`src/rtl/seg7_pkg.sv`:
```
// seg7_pkg: shared 7-segment pattern table and capture FSM state type.
package seg7_pkg;
  localparam logic [6:0] SEG_0 = 7'h40;
  localparam logic [6:0] SEG_1 = 7'h79;
  localparam logic [6:0] SEG_2 = 7'h24;
  localparam logic [6:0] SEG_3 = 7'h30;
  localparam logic [6:0] SEG_4 = 7'h19;
  localparam logic [6:0] SEG_5 = 7'h12;
  localparam logic [6:0] SEG_6 = 7'h02;
  localparam logic [6:0] SEG_7 = 7'h78;
  localparam logic [6:0] SEG_8 = 7'h00;
  localparam logic [6:0] SEG_9 = 7'h10;
  localparam logic [6:0] SEG_BLANK = 7'h7F;
  localparam logic [6:0] SEG_TAB [10] = '{SEG_0, SEG_1, SEG_2, SEG_3, SEG_4,
                                          SEG_5, SEG_6, SEG_7, SEG_8, SEG_9};
  typedef enum logic [1:0] {S_IDLE, S_SETTLE, S_LOCKED} state_t;
  function automatic logic [6:0] seg_encode(input logic [4:0] v);
    return (v < 5'd10) ? SEG_TAB[v[3:0]] : SEG_BLANK;
  endfunction
endpackage

```
`src/rtl/seg7_inv.sv`:
```
// seg7_inv: active-low segment pattern back to a digit value, flagging blank and unknown patterns.
module seg7_inv
  import seg7_pkg::*;
(
  input  logic [6:0] pat,
  output logic [4:0] value,
  output logic       is_blank,
  output logic       is_bad
);
  logic hit;
  always_comb begin
    value = '0;
    hit = 1'b0;
    for (int i = 0; i < 10; i++)
      if (pat == SEG_TAB[i]) begin
        value = 5'(i);
        hit = 1'b1;
      end
    is_blank = (pat == SEG_BLANK);
    is_bad = !hit && !is_blank;
  end
endmodule

```
`src/rtl/seg7_capture.sv`:
```
// seg7_capture: debounces a multiplexed 7-seg drive bus, decodes stable patterns
// and reports them as handshaked events plus a per-digit value store.
module seg7_capture
  import seg7_pkg::*;
#(
  parameter int NUM_DIGITS = 6,
  parameter int STABLE_CYCLES = 4,
  localparam int IDX_W = $clog2(NUM_DIGITS)
) (
  input  logic                    clk,
  input  logic                    reset_n,
  input  logic [6:0]              leds,
  input  logic [NUM_DIGITS-1:0]   digit_sel,
  output logic                    ev_valid,
  input  logic                    ev_ready,
  output logic [IDX_W-1:0]        ev_digit,
  output logic [4:0]              ev_value,
  output logic                    ev_blank,
  output logic                    ev_bad,
  output logic [NUM_DIGITS*5-1:0] values,
  output logic [NUM_DIGITS-1:0]   blank_mask,
  output logic                    overflow
);
  localparam int CW = 7 + NUM_DIGITS;
  state_t state_q, state_d;
  logic [CW-1:0] cand_q, cand_d, samp;
  logic [7:0] cnt_q, cnt_d;
  logic ev_valid_q, ev_valid_d, ev_blank_q, ev_blank_d, ev_bad_q, ev_bad_d;
  logic [IDX_W-1:0] ev_digit_q, ev_digit_d, dig_idx;
  logic [4:0] ev_value_q, ev_value_d, dec_value;
  logic [NUM_DIGITS*5-1:0] values_q, values_d;
  logic [NUM_DIGITS-1:0] blank_q, blank_d;
  logic overflow_q, overflow_d, vld, same, accept, load, dec_blank, dec_bad;

  seg7_inv u_inv (.pat(cand_q[CW-1:NUM_DIGITS]), .value(dec_value), .is_blank(dec_blank), .is_bad(dec_bad));

  assign samp = {leds, digit_sel};
  assign vld = (digit_sel != '0) && ((digit_sel & (digit_sel - 1'b1)) == '0);
  assign same = (samp == cand_q) && (state_q != S_IDLE);

  always_comb begin
    dig_idx = '0;
    for (int i = 0; i < NUM_DIGITS; i++)
      if (cand_q[i]) dig_idx = IDX_W'(i);
  end

  always_comb begin
    state_d = state_q;
    cand_d = cand_q;
    cnt_d = cnt_q;
    accept = 1'b0;
    if (same) begin
      if (state_q == S_SETTLE) begin
        cnt_d = (cnt_q == 8'hFF) ? cnt_q : cnt_q + 8'd1;
        accept = (cnt_q == 8'(STABLE_CYCLES - 1));
        state_d = accept ? S_LOCKED : S_SETTLE;
      end
    end else if (vld) begin
      cand_d = samp;
      cnt_d = 8'd1;
      state_d = S_SETTLE;
    end else begin
      state_d = S_IDLE;
    end
  end

  // A capture that finds the event slot full and unconsumed is dropped, but still updates the store.
  always_comb begin
    load = accept && (!ev_valid_q || ev_ready);
    ev_valid_d = load || (ev_valid_q && !ev_ready);
    ev_digit_d = load ? dig_idx : ev_digit_q;
    ev_value_d = load ? dec_value : ev_value_q;
    ev_blank_d = load ? dec_blank : ev_blank_q;
    ev_bad_d = load ? dec_bad : ev_bad_q;
    overflow_d = overflow_q || (accept && ev_valid_q && !ev_ready);
    values_d = values_q;
    blank_d = blank_q;
    if (accept && !dec_bad) begin
      blank_d[dig_idx] = dec_blank;
      if (!dec_blank) values_d[5*dig_idx +: 5] = dec_value;
    end
  end

  always_ff @(posedge clk or negedge reset_n)
    if (!reset_n) begin
      state_q <= S_IDLE;
      cand_q <= '0;
      cnt_q <= '0;
      ev_valid_q <= 1'b0;
      ev_digit_q <= '0;
      ev_value_q <= '0;
      ev_blank_q <= 1'b0;
      ev_bad_q <= 1'b0;
      values_q <= '0;
      blank_q <= '1;
      overflow_q <= 1'b0;
    end else begin
      state_q <= state_d;
      cand_q <= cand_d;
      cnt_q <= cnt_d;
      ev_valid_q <= ev_valid_d;
      ev_digit_q <= ev_digit_d;
      ev_value_q <= ev_value_d;
      ev_blank_q <= ev_blank_d;
      ev_bad_q <= ev_bad_d;
      values_q <= values_d;
      blank_q <= blank_d;
      overflow_q <= overflow_d;
    end

  assign ev_valid = ev_valid_q;
  assign ev_digit = ev_digit_q;
  assign ev_value = ev_value_q;
  assign ev_blank = ev_blank_q;
  assign ev_bad = ev_bad_q;
  assign values = values_q;
  assign blank_mask = blank_q;
  assign overflow = overflow_q;
endmodule

```
`config.mk`:
```
export PLATFORM = sky130hd
export DESIGN_NAME = seg7_capture
export DESIGN_NICKNAME = d
export VERILOG_FILES = /design/src/rtl/seg7_pkg.sv /design/src/rtl/seg7_inv.sv /design/src/rtl/seg7_capture.sv
export SDC_FILE = /design/constraint.sdc
export NUM_CORES = 1
export LEC_CHECK = 0
export CELL_PAD_IN_SITES_DETAIL_PLACEMENT = 1
export CELL_PAD_IN_SITES_GLOBAL_PLACEMENT = 1
export CORE_UTILIZATION = 30
export DETAILED_ROUTE_END_ITERATION = 10
export PLACE_DENSITY = 0.57
export SLEW_MARGIN = 20
export SYNTH_ARGS = -nofsm -noshare
export SYNTH_HDL_FRONTEND = slang
export SYNTH_SLANG_ARGS = --single-unit
```
`constraint.sdc`:
```
create_clock -name clk -period 3.4 [get_ports clk]
set_clock_uncertainty 0.2 [all_clocks]
set_input_delay 1.02 -clock clk [delete_from_list [all_inputs] [get_ports clk]]
set_output_delay 1.02 -clock clk [all_outputs]
set_load 0.005 [all_outputs]
```
==> results.toml <==
[place]
port_buffers = 56
dp.cells = 562
placed_cell_area_um2 = 4590
gp_congestion = 0.778
dp_hpwl_um = 7460

[critical_path]
ff2ff_setup_slack_ns = 0.38
worst_path_most_repeated_cell = "buf_4"
cp_num_buf_inv = 4
crit_cells = 9
crit_path_max_fanout = 6
critical-path-top-delay-family = "buffers and inverters"
cp.arrival_ns = 3.30
endpoint_kind = "register"
path_cells = "dlygate4sd2_1 > xnor2_2 > nand4_1 > or4_4 > buf_6 > buf_4 > a2111oi_4 > buf_4 > mux2_2"
startpoint = "leds[5]"
start_kind = "input pin"
critical_path_class = "input pin to register"
rr_startpoint = "cnt_q[0]"
r2r_cells = 7
crit_slowest_cell = "or4_4"
max_stage_delay_ns = 0.55
cp.required_ns = 3.42
r2r_end = "values[3]"
crit_path_end = "values[3]"

[cts]
cts.htree.levels = 3
cts-root-buf = "clkbuf_16"
clock-sinks = 64
clock_latency_ns = 0.34
cts_buffers = 9
postCtsHoldBufs = 0
cts_tree = "yes"
cts_buffer_depth = 2
clkTransAtPathRegs_ns = 0.05

[logic_synthesis]
yosys.area.top_type = "dfrtp_1"
synth_flop_cell = "dfrtp_1"
syn_area_um2 = 3650
yosys_warnings = 0
async_reset_ff_frac = 1.00
syn_inst = 342
synth-seq-area-share = 0.441
synth_seq_cells = 64
synth_top_area_frac = 0.398
synth-edff-count = 0
synthDistinctLibCells = 51
avgSynthCellArea_um2 = 10.7
yosys-top-cells-area = "dfrtp_1, mux2_2, dfstp_2"

[sta]
max_freq_mhz = 305
min_period_over_period = 0.966
whs_ns = 0.304
rsz0062_at_grt = "false"
drv_slew = 0
hold_viol_final = 0
min_period_ns = 3.28
setup_violations = 0
worstMarginPinSlew_ns = 0.819
max_slew_margin = 0.454

[route]
wl_per_cell_um = 17.2
drt-pass1-iter-count = 7
vias = 2929
ant_nets = 0
vias_per_cell = 5.02
route.detailed.drc = 6
wl_um = 10000
first_iter_violations = 68

[floorplan]
num_rows = 39
fp.coreArea_um2 = 11600
die_w_um = 112
boundaryPins = 64
dieArea_um2 = 12600
initial_core_util = 0.314
die_height_um = 112

[power]
power_leakage_nw = 2.19
peakVddDrop_v = 0.000257
p_per_area_nw_per_um2 = 508
p_total_mw = 2.55

[layout]
n_antenna_cell = 0
fin_cells = 584
postLayoutCellArea_um2 = 5020
num-nets-final = 457
drive_above_1_share = 0.297
fillers = 1309
fin_util = 0.433
area_delta_synth_final_pct = 37.6

[outcome]
violations = "DRC"
status = "complete, but fails checks"

[min_path]
hp-class = "register to register"

[grt]
grt_pass1_vias = 3174
grt_max_degree = 34
overflow = 0
track_usage = 0.175
antenna_found_initial = 0
grt_pass1_wl_um = 16800

[flow_run]
cap_violations = 0
## registers in the layout, summed over array words and instances (netlist names), 2 cells and up
name / count
ev_value: 4
state_q: 2
cnt_q: 8
ev_digit: 3
values: 24
cand_q: 13
blank_mask: 6
## stage by stage
| step | setup slack, ns | TNS (ns) |
|---|---|---|
| floorplan | 0.282 | 0 |
| global placement | -0.364 | -9.83 |
| detailed placement | -0.438 | -12.43 |
| CTS | 0.0213 | 0 |
| global route | 0.00215 | 0 |
| finish | 0.117 | 0 |
## power breakdown
part	switching, mW	internal, mW
Combinational	0.319	0.235
Sequential	0.0948	0.807
Clock	0.345	0.754
Total	0.758	1.80
## how the worst min path moves through the flow
stage	startpoint	endpoint	slack (ns)	cells past startpoint
floorplan	overflow	overflow	0.26	2
global route	ev_value[0]	ev_value[0]	0.32	1
CTS	overflow	overflow	0.31	2
finish	overflow	overflow	0.30	2
global placement	ev_value[1]	ev_value[1]	0.29	1
detailed placement	overflow	overflow	0.28	2
## layout by cell type (no fill, tap or decap), types with 7 or more instances in the layout
| master | n |
|---|---|
| mux2i_1 | 13 |
| clkdlybuf4s50_1 | 42 |
| mux2_2 | 38 |
| clkbuf_16 | 9 |
| dfrtp_1 | 58 |
| nand2_1 | 18 |
| xnor2_1 | 10 |
| conb_1 | 7 |
| o21ai_0 | 10 |
| nor3_1 | 7 |
| and3_1 | 7 |
| nor2_1 | 13 |
| inv_1 | 28 |
| dlygate4sd2_1 | 8 |
| a21oi_1 | 8 |
| buf_4 | 42 |
| nand4_1 | 10 |
## area by class of cell
cell class              instances  area [µm²]  share of cell area
flip-flops and latches         64        1610               0.320
well taps                     143         179              0.0356
inverters                      28         105              0.0209
repair buffers                101         902               0.180
clock buffers                  11         253              0.0503
clock inverters                 5         103              0.0204
multi-input cells             232        1870               0.373
## cells in the mapped netlist, types with 3 or more instances
library cell and n:
and3_1 7, inv_1 28, buf_2 3, nor3b_1 3
clkbuf_1 14, or2_2 5, nand2_1 18, dfrtp_1 58
dfstp_2 6, nor4_1 3, xnor2_1 13, o31ai_1 6
mux2i_1 13, nand4_1 10, nor3_1 7, or4_1 6
a2111oi_0 6, nand3_1 7, o21ai_0 10, mux2_2 39
buf_4 7, or3_1 4, o211ai_1 4, a21oi_1 8
nor2_1 13, ha_1 5, a2111oi_4 5
## kinds of logic after synthesis
family | share of synthesized area
xor+xnor | 0.0360
flops | 0.441
fa+ha+maj | 0.0171
simple gates | 0.161
buf+inv | 0.0617
compound gates | 0.126
other cells | 0.00103
mux | 0.156
## worst reg2reg max path: cells and delay by family (launching register included)
family	cells	cell delay (ns)
AO/OA/AOI/OAI	1	0.36
adder cells (fa/ha/maj)	1	0.20
buffers and inverters	1	0.20
flip-flops	1	0.40
multiplexers	1	0.33
AND/OR/NAND/NOR	3	1.22
## timing repair
action                     4_1_cts  5_1_grt
resized for setup               15        7
gates cloned                     1        0
buffers inserted                 3        2
setup endpoints to repair       18       10
pin swaps                        8        7
## layer usage
| layer | share of wire | global-route usage |
|---|---|---|
| met2 | 0.50 | 0.304 |
| met5 | 0 | 0 |
| met3 | 0.025 | 0.0302 |
| met1 | 0.45 | 0.212 |
| met4 | 0.019 | 0.0773 |
No activity file was read; power rests on OpenSTA's default activity.
